`src/rtl/load_store_unit.sv`:
```
`timescale 1ns/1ps
// load_store_unit
// ---------------
// Core-side initiator for a byte-addressable data memory. Takes one load or
// store per request, drives the memory control for it and returns the
// (extended) load data together with a fault flag.
//
// Aligned accesses use a single memory cycle. Misaligned halfword/word
// accesses are either split into sequential byte accesses
// (ALLOW_MISALIGNED=1) or faulted (ALLOW_MISALIGNED=0).
//
// Ports
//   Clk, Rst             clock, synchronous active-high reset
//   req_valid/req_ready  request handshake (ready only while idle)
//   req_store            1 = store, 0 = load
//   req_funct3           RV32I load/store funct3
//   req_addr, req_wdata  byte address, LSB-aligned store data
//   resp_valid           one-cycle completion pulse
//   resp_rdata           extended load data (0 for stores and faults)
//   resp_fault           illegal funct3, out of range, or disallowed misalign
//   mem_WR_Addr/RD_Addr  memory byte address (same value on both)
//   mem_Din              memory store data
//   mem_WE               00 none, 01 byte, 10 half, 11 word
//   mem_RD_Type          {unsigned, size[1:0]}
//   mem_Dout             combinational memory read data
module load_store_unit #(
    parameter int MEMORY_SIZE      = 1024,
    parameter int ALLOW_MISALIGNED = 1
) (
    input  logic        Clk,
    input  logic        Rst,
    input  logic        req_valid,
    output logic        req_ready,
    input  logic        req_store,
    input  logic [2:0]  req_funct3,
    input  logic [31:0] req_addr,
    input  logic [31:0] req_wdata,
    output logic        resp_valid,
    output logic [31:0] resp_rdata,
    output logic        resp_fault,
    output logic [31:0] mem_WR_Addr,
    output logic [31:0] mem_RD_Addr,
    output logic [31:0] mem_Din,
    output logic [1:0]  mem_WE,
    output logic [2:0]  mem_RD_Type,
    input  logic [31:0] mem_Dout
);

    localparam logic [1:0] S_IDLE   = 2'd0;
    localparam logic [1:0] S_ACCESS = 2'd1;
    localparam logic [1:0] S_BYTE   = 2'd2;
    localparam logic [1:0] S_RESP   = 2'd3;

    logic [1:0]  state;
    logic        st_q;
    logic [2:0]  f3_q;
    logic [31:0] addr_q;
    logic [31:0] wdata_q;
    logic [1:0]  k_q;
    logic [31:0] buf_q;
    logic [31:0] mem_addr;
    logic [1:0]  we_q;

    // request decode, evaluated on the request inputs in the accept cycle
    logic [2:0]  req_size;
    logic [32:0] req_end;
    logic        req_illegal;
    logic        req_oor;
    logic        req_misal;
    logic        req_fault;

    always_comb begin
        req_size = 3'd1;
        case (req_funct3[1:0])
            2'b00:   req_size = 3'd1;
            2'b01:   req_size = 3'd2;
            2'b10:   req_size = 3'd4;
            default: req_size = 3'd1;
        endcase
        // loads: 011/110/111 illegal; stores: only 000/001/010 legal
        if (req_store)
            req_illegal = req_funct3[2] || (req_funct3[1:0] == 2'b11);
        else
            req_illegal = (req_funct3[1:0] == 2'b11) || (req_funct3 == 3'b110);
        // 33-bit sum so addresses near 2^32 cannot wrap into range
        req_end   = {1'b0, req_addr} + {30'd0, req_size};
        req_oor   = req_end > 33'(MEMORY_SIZE);
        req_misal = ((req_funct3[1:0] == 2'b01) && req_addr[0]) ||
                    ((req_funct3[1:0] == 2'b10) && (req_addr[1:0] != 2'b00));
        req_fault = req_illegal || req_oor || (req_misal && (ALLOW_MISALIGNED == 0));
    end

    // split-access helpers
    logic [1:0]  last_k;
    logic [1:0]  k_nxt;
    logic [31:0] byte_asm;
    logic [31:0] byte_ext;

    always_comb begin
        last_k   = (f3_q[1:0] == 2'b01) ? 2'd1 : 2'd3;
        k_nxt    = k_q + 2'd1;
        // buffer including the byte arriving this cycle
        byte_asm = buf_q | ({24'd0, mem_Dout[7:0]} << {k_q, 3'b000});
        if (f3_q[1:0] == 2'b01)
            byte_ext = f3_q[2] ? {16'd0, byte_asm[15:0]}
                               : {{16{byte_asm[15]}}, byte_asm[15:0]};
        else
            byte_ext = byte_asm;
    end

    always_ff @(posedge Clk) begin
        if (Rst) begin
            state       <= S_IDLE;
            st_q        <= 1'b0;
            f3_q        <= 3'b000;
            addr_q      <= 32'd0;
            wdata_q     <= 32'd0;
            k_q         <= 2'd0;
            buf_q       <= 32'd0;
            resp_valid  <= 1'b0;
            resp_rdata  <= 32'd0;
            resp_fault  <= 1'b0;
            mem_addr    <= 32'd0;
            mem_Din     <= 32'd0;
            we_q        <= 2'b00;
            mem_RD_Type <= 3'b010;
        end else begin
            resp_valid <= 1'b0;
            case (state)
                S_IDLE: begin
                    if (req_valid) begin
                        st_q    <= req_store;
                        f3_q    <= req_funct3;
                        addr_q  <= req_addr;
                        wdata_q <= req_wdata;
                        k_q     <= 2'd0;
                        buf_q   <= 32'd0;
                        if (req_fault) begin
                            state      <= S_RESP;
                            resp_valid <= 1'b1;
                            resp_fault <= 1'b1;
                            resp_rdata <= 32'd0;
                        end else if (req_misal) begin
                            state       <= S_BYTE;
                            mem_addr    <= req_addr;
                            mem_Din     <= req_wdata;
                            we_q        <= req_store ? 2'b01 : 2'b00;
                            mem_RD_Type <= 3'b100;
                        end else begin
                            state       <= S_ACCESS;
                            mem_addr    <= req_addr;
                            mem_Din     <= req_wdata;
                            // WE code is size code + 1 for legal stores
                            we_q        <= req_store ? (req_funct3[1:0] + 2'd1) : 2'b00;
                            mem_RD_Type <= req_funct3;
                        end
                    end
                end
                S_ACCESS: begin
                    state      <= S_RESP;
                    we_q       <= 2'b00;
                    resp_valid <= 1'b1;
                    resp_fault <= 1'b0;
                    resp_rdata <= st_q ? 32'd0 : mem_Dout;
                end
                S_BYTE: begin
                    if (!st_q)
                        buf_q <= byte_asm;
                    if (k_q == last_k) begin
                        state      <= S_RESP;
                        we_q       <= 2'b00;
                        resp_valid <= 1'b1;
                        resp_fault <= 1'b0;
                        resp_rdata <= st_q ? 32'd0 : byte_ext;
                    end else begin
                        k_q      <= k_nxt;
                        mem_addr <= addr_q + {30'd0, k_nxt};
                        mem_Din  <= wdata_q >> {k_nxt, 3'b000};
                    end
                end
                default: begin
                    state <= S_IDLE;
                end
            endcase
        end
    end

    assign req_ready   = (state == S_IDLE);
    assign mem_WR_Addr = mem_addr;
    assign mem_RD_Addr = mem_addr;
    // Rst blocks the write in the cycle it is asserted, so a reset during a
    // split store leaves the in-flight byte unwritten.
    assign mem_WE      = Rst ? 2'b00 : we_q;

endmodule
```
`config.mk`:
```
export PLATFORM = sky130hd
export DESIGN_NAME = load_store_unit
export DESIGN_NICKNAME = d
export VERILOG_FILES = /design/src/rtl/load_store_unit.sv
export SDC_FILE = /design/constraint.sdc
export NUM_CORES = 1
export LEC_CHECK = 0
export CORE_ASPECT_RATIO = 0.6
export CORE_MARGIN = 4
export CORE_UTILIZATION = 50
export CTS_CLUSTER_SIZE = 14
export DETAILED_ROUTE_END_ITERATION = 6
export HOLD_SLACK_MARGIN = 0.12
export PLACE_DENSITY = 0.79
export SLEW_MARGIN = 20
export SYNTH_ARGS = -nofsm -noshare
export SYNTH_HDL_FRONTEND = slang
export SYNTH_SLANG_ARGS = --single-unit
export TNS_END_PERCENT = 5
```
`constraint.sdc`:
```
create_clock -name Clk -period 6.3 [get_ports Clk]
set_input_delay 0.63 -clock Clk [delete_from_list [all_inputs] [get_ports Clk]]
set_output_delay 0.63 -clock Clk [all_outputs]
set_load 0.01 [all_outputs]
```
==> impl_results.rst, run 1 <==
.. list-table::
   :header-rows: 1

   * - Metric
     - Value
   * - Fmax
     - 211 MHz
   * - Hold buffer count at CTS
     - 0
   * - Max VDD drop
     - 0.219 mV
   * - Buffer cell driving the clock tree root
     - sky130_fd_sc_hd__clkbuf_16
   * - Detailed Routing Iterations Pass 1
     - 5
   * - Max-slew headroom
     - 0.294
   * - Insertion delay of the later-clocked pin in the worst-skew pair
     - 0.50 ns
   * - Detailed-route wire length per cell
     - 19.3 µm
   * - Max cap viols
     - 0
   * - # DRC
     - 0
   * - Total of flip-flops plus latches after synthesis
     - 207
   * - Aggregate global routing overflow
     - 0
   * - Area added between synthesis and finish
     - 25.4%
   * - Worst slew pin tran
     - 1.05 ns
   * - Initial antenna violation count
     - 1
   * - Most common flop cell mapped by yosys
     - sky130_fd_sc_hd__dfxtp_1
   * - Number of vias in the routed layout
     - 10.8k
   * - Post-placement worst setup slack
     - 1.10 ns
   * - Via count normalized by instance count
     - 5.92
   * - Data required time of the worst path
     - 6.64 ns
   * - Unrepaired setup endpoints after global routing
     - false
   * - Critical path origin
     - req_funct3[0]
   * - Cell Area, Placed
     - 13300 µm²
   * - # IOs
     - 239
   * - Tightest Hold Check Type
     - reg -> reg
   * - Crit Path Category
     - in -> reg
   * - Highest routed metal layer
     - met4
   * - Result of the run
     - finished clean
   * - Leading cell types in the layout, fill and taps excluded
     - sky130_fd_sc_hd__clkdlybuf4s50_1 (237), sky130_fd_sc_hd__nand2_1 (211), sky130_fd_sc_hd__dfxtp_1 (205)
   * - Total power of the final layout
     - 4.75 mW
   * - Max Root-Sink Buffers
     - 3
   * - Clock tree from TritonCTS
     - done
   * - Rows
     - 42
   * - Post-cts repair resize count
     - 0
   * - Arr. time, crit path
     - 5.08 ns
   * - Sequential fraction of the synthesis area
     - 0.371
   * - Post-detailed-route count of antenna-violating nets
     - 0
   * - Post-Synthesis Cells
     - 1383
   * - Wire length on met2
     - 14300 µm
   * - Worst setup EP type
     - flip-flop
   * - Port bufs
     - 238
   * - Total non-filler cell area in the finished layout
     - 14000 µm²
   * - Chip width
     - 201 µm
   * - Met3 WL
     - 3440 µm
   * - Layout cells sized above 1
     - 0.0785
   * - Minimum setup slack among reg-to-reg paths
     - 2.18 ns
   * - Mapped Area
     - 11200 µm²
   * - Wire length on met1
     - 16300 µm
   * - Worst Path Max Fanout
     - 53
   * - Register clock-pin slew on the reported worst setup and hold paths
     - 0.07 ns
   * - Worst R2R Start
     - k_q[0]
   * - H-Tree Level Count
     - 1
   * - Number of flops mapped to enable cells by yosys
     - 0
   * - Fin Clk Skew
     - 0.0118 ns
   * - Combined global-route utilization of all metal layers
     - 0.267
   * - Core utilization of the finished layout
     - 0.636
   * - Pin count of the biggest net entering global routing
     - 74
   * - Number of cells traversed by the worst register-to-register path
     - 11
   * - Clock net sink count
     - 207
   * - Number of clock buffers inserted by TritonCTS
     - 21
   * - Capture point of the worst path
     - mem_Din[11]
   * - Number of post-CTS setup repair buffers
     - 0
   * - Total negative slack
     - 0 ns
   * - Synthesized netlist net count
     - 1502
   * - Async set-reset flop share out of synthesis
     - 0
   * - Total leakage power
     - 5.07 nW
   * - Floorplan die area
     - 24900 µm²
   * - First-pass GRT wire length
     - 54300 µm
   * - Via count of the first global-routing pass
     - 9907
   * - Worst Setup Start Kind
     - primary input
   * - Distinct cells, synth
     - 67
   * - Initial core utilization
     - 0.507
   * - Fin crit period
     - 4.73 ns
   * - Number of failing hold endpoints at the final stage
     - 0
   * - Die Height
     - 124 µm
   * - Reg-to-Reg End
     - mem_RD_Addr[28]
   * - Number of setup violations in the final report
     - 0
   * - Final slew viol count
     - 0
   * - Wire length reported by the detailed router
     - 35000 µm
   * - Number of DRC markers in iteration 0
     - 1056
   * - Fin worst setup slack
     - 1.57 ns
   * - PwrDens
     - 339 nW/µm²
   * - Portion of the clock cycle consumed by the worst path in the final layout
     - 0.751
   * - Hold Path Depth
     - 2
   * - Global placement routability congestion
     - 0.922
   * - Leading cell type in the layout, fill and taps excluded
     - sky130_fd_sc_hd__clkdlybuf4s50_1
   * - Yosys warns
     - 0
   * - Detailed-placement wirelength estimate
     - 24400 µm
   * - Total number of nets in the final design
     - 1634
   * - Core Box Area
     - 22000 µm²
   * - Mean instance size in the synthesized netlist
     - 8.07 µm²
-- state kept, by name, summed over array words and instances (netlist names), 2 cells and up --
name and cells:
addr_q 32, buf_q 32, f3_q 3, k_q 2
mem_Din 32, mem_RD_Addr 32, mem_RD_Type 3, resp_rdata 32
state 2, wdata_q 32, we_q 2
-- routing by layer --
layer | GRT usage | up-vias
met5 | 0 | -
met4 | 0.0769 | 0
met3 | 0.0638 | 74
met1 | 0.401 | 5090
met2 | 0.380 | 503
li1 | - | 5084
-- cells by family after synthesis --
| family | share of synthesized area |
|---|---|
| AO/OA/AOI/OAI | 0.204 |
| XOR/XNOR | 0.0314 |
| adder cells (fa/ha/maj) | 0.0193 |
| buffers and inverters | 0.0708 |
| flip-flops | 0.371 |
| multiplexers | 0.0840 |
| AND/OR/NAND/NOR | 0.219 |
-- layout make-up --
cell class	instances	area [µm²]
Fill cell	1864	8020
Multi-Input combinational cell	1019	6260
Sequential cell	207	4150
Timing Repair Buffer	251	2480
Clock buffer	32	607
Tap cell	286	358
Clock inverter	5	78.8
Inverter	15	56.3
Antenna cell	2	5.00
-- worst max-delay path, stage by stage --
cell and delay (ns):
sky130_fd_sc_hd__clkdlybuf4s50_1 0.64, sky130_fd_sc_hd__inv_1 0.08, sky130_fd_sc_hd__ha_1 0.32, sky130_fd_sc_hd__ha_1 0.21
sky130_fd_sc_hd__fa_1 0.42, sky130_fd_sc_hd__a21oi_1 0.32, sky130_fd_sc_hd__nor4_1 0.16, sky130_fd_sc_hd__xor2_1 0.18
sky130_fd_sc_hd__a2111oi_2 0.35, sky130_fd_sc_hd__and4_4 0.28, sky130_fd_sc_hd__nand4_2 0.32, sky130_fd_sc_hd__nand2_2 0.91
sky130_fd_sc_hd__o21ai_0 0.22
-- report_power, final --
part / total (mW) / switching, mW / internal, mW
Sequential: 1.67 / 0.161 / 1.51
Combinational: 1.80 / 1.06 / 0.742
Clock: 1.28 / 0.534 / 0.747
Total: 4.75 / 1.75 / 3.00
-- per-stage QoR --
step / hold WS (ns) / instances
floorplan: 0.431 / 1383
global placement: 0.440 / 1778
detailed placement: 0.442 / 1778
CTS: 0.451 / 1815
global route: 0.473 / 1816
finish: 0.458 / 1817
-- synthesized netlist by cell type, types with 8 or more instances --
cell type	n	area (µm²)
sky130_fd_sc_hd__inv_1	14	52.6
sky130_fd_sc_hd__xnor2_1	24	210
sky130_fd_sc_hd__mux2i_1	16	160
sky130_fd_sc_hd__mux2_2	13	146
sky130_fd_sc_hd__a311oi_1	10	87.6
sky130_fd_sc_hd__nor3_1	31	155
sky130_fd_sc_hd__a21oi_1	139	696
sky130_fd_sc_hd__nand3_1	39	195
sky130_fd_sc_hd__a211oi_1	36	270
sky130_fd_sc_hd__a31oi_1	12	75.1
sky130_fd_sc_hd__nand2b_1	12	75.1
sky130_fd_sc_hd__a21o_1	28	210
sky130_fd_sc_hd__nor2_1	110	413
sky130_fd_sc_hd__mux2_4	30	450
sky130_fd_sc_hd__nand4_1	12	75.1
sky130_fd_sc_hd__mux4_2	8	180
sky130_fd_sc_hd__nor2b_1	39	244
sky130_fd_sc_hd__a22oi_1	32	240
sky130_fd_sc_hd__clkbuf_1	89	334
sky130_fd_sc_hd__nor3b_1	19	143
sky130_fd_sc_hd__ha_1	14	175
sky130_fd_sc_hd__nand2_1	213	800
sky130_fd_sc_hd__o21ai_0	93	465
sky130_fd_sc_hd__xor2_1	16	140
sky130_fd_sc_hd__dfxtp_1	207	4140
sky130_fd_sc_hd__buf_4	34	255
-- worst min-delay path by stage --
| stage | start | endpoint | slack (ns) |
|---|---|---|---|
| after global placement | wdata_q[6] | wdata_q[6] | 0.44 |
| final | f3_q[0] | f3_q[0] | 0.46 |
| after detailed placement | f3_q[0] | f3_q[0] | 0.44 |
| after global routing | wdata_q[1] | wdata_q[1] | 0.47 |
| after floorplan | f3_q[2] | f3_q[2] | 0.43 |
| after CTS | f3_q[0] | f3_q[0] | 0.45 |
Power figures use the tool's default switching activity.
==> inputs of run 2 (changes only) <==
clock period = 4.4 ns   (was 6.3 ns; I/O delays follow)
==> impl_results.rst, run 2 (synthesis results as in run 1) <==
.. list-table::
   :header-rows: 1

   * - Metric
     - Value
   * - Worst setup EP type
     - flip-flop
   * - Stage delay of the slowest cell on the critical path
     - 0.59 ns
   * - Final slew viol count
     - 0
   * - # IOs
     - 239
   * - Tightest Hold Check Type
     - in -> reg
   * - Worst slew pin tran
     - 1.10 ns
   * - Crit Path Category
     - in -> reg
   * - Antenna diode count
     - 0
   * - Total leakage power
     - 5.15 nW
   * - Cell Area, Placed
     - 13400 µm²
   * - Port bufs
     - 238
   * - H-Tree Level Count
     - 1
   * - Detailed-route wire length per cell
     - 19.1 µm
   * - Detailed-placement wirelength estimate
     - 24500 µm
   * - Hold buffer count at CTS
     - 0
   * - Cell seen most often among critical-path stages
     - sky130_fd_sc_hd__ha_1
   * - Buffer cell driving the clock tree root
     - sky130_fd_sc_hd__clkbuf_16
   * - Pin count of the biggest net entering global routing
     - 131
   * - Total negative slack
     - 0 ns
   * - Kind of cell adding the most delay to the critical path
     - simple AND/OR/NAND/NOR gates
   * - Fmax
     - 252 MHz
   * - Critical-path cell list
     - clkdlybuf4s50_1 > ha_1 > ha_1 > fa_1 > a21oi_1 > nor4_1 > xor2_1 > a2111oi_2 > and4_4 > nand3_2 > o21ai_4 > buf_12 > mux2_4
   * - Combined flip-flop and latch cell area
     - 4150 µm²
   * - Max-slew headroom
     - 0.270
   * - Combined global-route utilization of all metal layers
     - 0.266
   * - Post-detailed-route count of antenna-violating nets
     - 0
   * - Max VDD drop
     - 0.308 mV
   * - Portion of the clock cycle consumed by the worst path in the final layout
     - 0.902
   * - Insertion delay of the later-clocked pin in the worst-skew pair
     - 0.50 ns
   * - Number of DRC markers in iteration 0
     - 1136
   * - Via count of the first global-routing pass
     - 9969
   * - Total number of nets in the final design
     - 1641
   * - Clock tree from TritonCTS
     - done
   * - Number of failing hold endpoints at the final stage
     - 0
   * - PwrDens
     - 492 nW/µm²
   * - Unrepaired setup endpoints after global routing
     - false
   * - Max Root-Sink Buffers
     - 3
   * - Fin Clk Skew
     - 0.00939 ns
   * - Worst-path cell with the longest stage delay
     - sky130_fd_sc_hd__nor4_1
   * - Register clock-pin slew on the reported worst setup and hold paths
     - 0.06 ns
   * - Global placement routability congestion
     - 0.939
   * - Worst Path Buf+Inv
     - 2
   * - Data required time of the worst path
     - 4.78 ns
   * - Layout cells sized above 1
     - 0.0859
   * - Total power of the final layout
     - 6.97 mW
   * - Result of the run
     - finished clean
   * - Detailed Routing Iterations Pass 1
     - 5
   * - Chip width
     - 201 µm
   * - Number of post-CTS setup repair buffers
     - 0
   * - Worst Path Max Fanout
     - 33
   * - Number of setup violations in the final report
     - 0
   * - Wire length reported by the detailed router
     - 34900 µm
   * - Post-cts repair resize count
     - 0
   * - Fin crit period
     - 3.97 ns
   * - Max cap viols
     - 0
   * - Via count normalized by instance count
     - 5.90
   * - Floorplan die area
     - 24900 µm²
   * - Number of clock buffers inserted by TritonCTS
     - 21
   * - Die Height
     - 124 µm
   * - Aggregate global routing overflow
     - 0
   * - Worst Setup Start Kind
     - primary input
   * - Core Box Area
     - 22000 µm²
   * - Rows
     - 42
   * - Arr. time, crit path
     - 4.35 ns
   * - Fillcell total
     - 1867
   * - Number of vias in the routed layout
     - 10.7k
   * - Leading cell types in the layout, fill and taps excluded
     - sky130_fd_sc_hd__clkdlybuf4s50_1 (237), sky130_fd_sc_hd__nand2_1 (211), sky130_fd_sc_hd__dfxtp_1 (205)
   * - Area added between synthesis and finish
     - 26.8%
   * - # DRC
     - 0
   * - Initial antenna violation count
     - 0
   * - Leading cell type in the layout, fill and taps excluded
     - sky130_fd_sc_hd__clkdlybuf4s50_1
   * - Total non-filler cell area in the finished layout
     - 14200 µm²
   * - First-pass GRT wire length
     - 54400 µm
   * - Clock net sink count
     - 207
   * - Initial core utilization
     - 0.507
   * - Multi-input gate area
     - 6250 µm²
run 2: stage by stage:
step | instances | setup slack, ns | hold slack (ns) | util
floorplan | 1383 | 0.918 | 0.431 | -
global placement | 1785 | 0.244 | 0.439 | 0.608
detailed placement | 1785 | 0.0113 | 0.445 | 0.608
CTS | 1823 | 0.540 | 0.331 | 0.643
global route | 1823 | 0.159 | 0.353 | 0.643
finish | 1823 | 0.432 | 0.345 | 0.643
run 2: final timing paths:
check / slack [ns] / from / to / cells after the start
worst max-delay path: 0.43 / req_funct3[1] / resp_rdata[6] / 13
worst min-delay path: 0.34 / Rst / k_q[0] / 2
worst max register to register: 0.61 / k_q[0] / mem_RD_Addr[29] / 12
worst min register to register: 0.46 / wdata_q[0] / wdata_q[0] / 2
run 2: report_power, final:
part / switching, mW / total, mW / leakage [nW] / internal [mW]
sequential: 0.226 / 2.39 / 1.68 / 2.16
clock: 0.771 / 1.97 / 0.374 / 1.20
combinational: 1.51 / 2.61 / 3.09 / 1.10
total: 2.51 / 6.97 / 5.15 / 4.46
run 2: area by class of cell:
cell class,count,area share
Multi-Input combinational cell,1019,0.442
Sequential cell,207,0.293
Timing Repair Buffer,258,0.183
Clock buffer,28,0.0425
Tap cell,286,0.0253
Clock inverter,10,0.0110
Inverter,15,0.00398
run 2: worst register-to-register path, cell delays in order, from the launching register on:
cell,delay (ns)
sky130_fd_sc_hd__dfxtp_2,0.34
sky130_fd_sc_hd__inv_1,0.11
sky130_fd_sc_hd__nor2_1,0.62
sky130_fd_sc_hd__or2_2,0.29
sky130_fd_sc_hd__ha_1,0.14
sky130_fd_sc_hd__a21o_1,0.19
sky130_fd_sc_hd__nand4_1,0.32
sky130_fd_sc_hd__nor4_1,0.86
sky130_fd_sc_hd__nand4_1,0.23
sky130_fd_sc_hd__xnor2_1,0.20
sky130_fd_sc_hd__nand2_1,0.07
sky130_fd_sc_hd__a211oi_1,0.24
sky130_fd_sc_hd__a41o_1,0.12
run 2: metal layers:
metal / vias to the layer above / wire length (µm) / track usage
met5: - / 0 / 0
met4: 0 / 608 / 0.0520
met3: 58 / 3510 / 0.0609
met2: 495 / 14600 / 0.393
met1: 5099 / 16100 / 0.400
li1: 5095 / - / -
==> inputs of run 3 (changes only) <==
--- a/config.mk
+++ b/config.mk
@@ -9,4 +9,5 @@
 export CORE_MARGIN = 4
 export CORE_UTILIZATION = 50
+export CTS_BUF_LIST = sky130_fd_sc_hd__clkbuf_4 sky130_fd_sc_hd__clkbuf_8
 export CTS_CLUSTER_SIZE = 14
 export DETAILED_ROUTE_END_ITERATION = 6
==> constraint.sdc (replaced) <==
create_clock -name Clk -period 4.4 [get_ports Clk]
set_input_delay 0.88 -clock Clk [delete_from_list [all_inputs] [get_ports Clk]]
set_output_delay 0.88 -clock Clk [all_outputs]
set_load 0.01 [all_outputs]
==> impl_results.rst, run 3 (synthesis results as in run 1) <==
.. list-table::
   :header-rows: 1

   * - Metric
     - Value
   * - Result of the run
     - finished clean
   * - Clock tree from TritonCTS
     - done
   * - Rows
     - 42
   * - Critical path origin
     - req_funct3[0]
   * - Initial core utilization
     - 0.507
   * - Chip width
     - 201 µm
   * - Floorplan die area
     - 24900 µm²
   * - Reg-to-Reg End
     - mem_RD_Addr[25]
   * - Pin count of the biggest net entering global routing
     - 137
   * - Global placement routability congestion
     - 0.947
   * - Core utilization of the finished layout
     - 0.644
   * - PwrDens
     - 473 nW/µm²
   * - Portion of the clock cycle consumed by the worst path in the final layout
     - 0.933
   * - Max cap viols
     - 0
   * - Buffer cell driving the clock tree root
     - sky130_fd_sc_hd__clkbuf_8
   * - Worst setup EP type
     - flip-flop
   * - Number of cells traversed by the worst register-to-register path
     - 12
   * - Post-cts repair resize count
     - 0
   * - Fin crit period
     - 4.11 ns
   * - Total leakage power
     - 5.20 nW
   * - Clock net sink count
     - 207
   * - Number of failing hold endpoints at the final stage
     - 0
   * - Unrepaired setup endpoints after global routing
     - false
   * - Minimum setup slack among reg-to-reg paths
     - 0.95 ns
   * - Number of post-CTS setup repair buffers
     - 0
   * - Area added between synthesis and finish
     - 27.0%
   * - Worst slew pin tran
     - 1.11 ns
   * - Arr. time, crit path
     - 4.50 ns
   * - Detailed-placement wirelength estimate
     - 24900 µm
   * - Via count of the first global-routing pass
     - 10.1k
   * - Die Height
     - 124 µm
   * - Max VDD drop
     - 0.356 mV
   * - Max-slew headroom
     - 0.258
   * - Post-detailed-route count of antenna-violating nets
     - 0
   * - Combined global-route utilization of all metal layers
     - 0.270
   * - Worst Path Max Fanout
     - 32
   * - Leading cell type in the layout, fill and taps excluded
     - sky130_fd_sc_hd__clkdlybuf4s50_1
   * - Fillcell total
     - 1868
   * - Number of clock buffers inserted by TritonCTS
     - 34
   * - Number of DRC markers in iteration 0
     - 1142
   * - Number of vias in the routed layout
     - 10.9k
   * - Fin Clk Skew
     - 0.0277 ns
   * - Register clock-pin slew on the reported worst setup and hold paths
     - 0.06 ns
   * - Final slew viol count
     - 0
   * - Number of setup violations in the final report
     - 0
   * - Fmax
     - 244 MHz
   * - First-pass GRT wire length
     - 55000 µm
   * - Tightest Hold Check Type
     - reg -> reg
   * - Critical-path cell list
     - clkdlybuf4s50_1 > inv_1 > ha_1 > ha_1 > fa_1 > a21oi_1 > nor4_1 > xor2_1 > a2111oi_2 > and4_4 > and4_2 > buf_12 > nor3_1 > a311oi_1
   * - Layout cells sized above 1
     - 0.106
   * - Worst Setup Start Kind
     - primary input
   * - Worst R2R Start
     - k_q[0]
   * - Aggregate global routing overflow
     - 0
   * - Detailed-route wire length per cell
     - 19.1 µm
   * - Via count normalized by instance count
     - 5.88
   * - # DRC
     - 0
   * - Total number of nets in the final design
     - 1669
   * - Port bufs
     - 238
   * - Capture point of the worst path
     - mem_Din[28]
   * - Wire length reported by the detailed router
     - 35600 µm
   * - Leading cell types in the layout, fill and taps excluded
     - sky130_fd_sc_hd__clkdlybuf4s50_1 (237), sky130_fd_sc_hd__nand2_1 (211), sky130_fd_sc_hd__dfxtp_1 (205)
   * - Total negative slack
     - 0 ns
   * - Hold buffer count at CTS
     - 0
   * - Worst-path cell with the longest stage delay
     - sky130_fd_sc_hd__nor4_1
   * - Core Box Area
     - 22000 µm²
   * - Initial antenna violation count
     - 2
   * - Data required time of the worst path
     - 4.79 ns
   * - Detailed Routing Iterations Pass 1
     - 6
   * - Max Root-Sink Buffers
     - 3
   * - Cell seen most often among critical-path stages
     - sky130_fd_sc_hd__ha_1
   * - Insertion delay of the later-clocked pin in the worst-skew pair
     - 0.51 ns
   * - Stage delay of the slowest cell on the critical path
     - 0.55 ns
   * - # IOs
     - 239
   * - Crit Path Category
     - in -> reg
   * - H-Tree Level Count
     - 2
-- run 3: power by group --
group / total (mW) / internal [mW] / switching, mW
sequential: 2.39 / 2.16 / 0.232
combinational: 2.65 / 1.12 / 1.53
clock: 1.66 / 0.878 / 0.782
total: 6.71 / 4.16 / 2.54
-- run 3: final cells by class --
cell class / count / area (µm²) / share of cell area
repair buffers: 273 / 2720 / 0.192
clock inverters: 7 / 46.3 / 0.00326
well taps: 286 / 358 / 0.0252
multi-input cells: 1019 / 6250 / 0.441
diodes: 1 / 2.50 / 0.000176
flip-flops and latches: 207 / 4150 / 0.292
inverters: 15 / 56.3 / 0.00397
clock buffers: 49 / 599 / 0.0423
-- run 3: critical path: cells and delay by family --
kind / cells / cell delay [ns]
buffers and inverters: 3 / 0.73
XOR/XNOR: 1 / 0.16
adder cells (fa/ha/maj): 3 / 0.70
AO/OA/AOI/OAI: 3 / 0.79
AND/OR/NAND/NOR: 4 / 1.23
-- run 3: how the worst min path moves through the flow --
stage               endpoint  slack (ns)  cells past startpoint  startpoint
global placement     f3_q[0]        0.44                      2     f3_q[0]
detailed placement   f3_q[0]        0.44                      2     f3_q[0]
global route         f3_q[0]        0.48                      2     f3_q[0]
CTS                  f3_q[0]        0.45                      2     f3_q[0]
finish               f3_q[0]        0.45                      2     f3_q[0]
floorplan            f3_q[2]        0.43                      2     f3_q[2]
-- run 3: metal layers --
| metal | GRT usage | wire [µm] | up-vias |
|---|---|---|---|
| met5 | 0 | 11 | - |
| met2 | 0.390 | 14800 | 481 |
| met3 | 0.0557 | 3450 | 49 |
| met4 | 0.0558 | 583 | 2 |
| li1 | - | - | 5159 |
| met1 | 0.414 | 16700 | 5230 |
-- run 3: metrics by stage --
| step | cell area, µm² | setup WS [ns] | total power, mW | hold slack (ns) | instances |
|---|---|---|---|---|---|
| after floorplan | 11200 | 0.478 | 4.11 | 0.431 | 1383 |
| after global placement | 13500 | -0.00194 | 4.97 | 0.438 | 1800 |
| after detailed placement | 13500 | -0.140 | 5.04 | 0.445 | 1800 |
| after CTS | 14200 | 0.362 | 6.70 | 0.453 | 1856 |
| after global routing | 14200 | 0.0493 | 7.06 | 0.475 | 1857 |
| final | 14200 | 0.294 | 6.71 | 0.454 | 1857 |
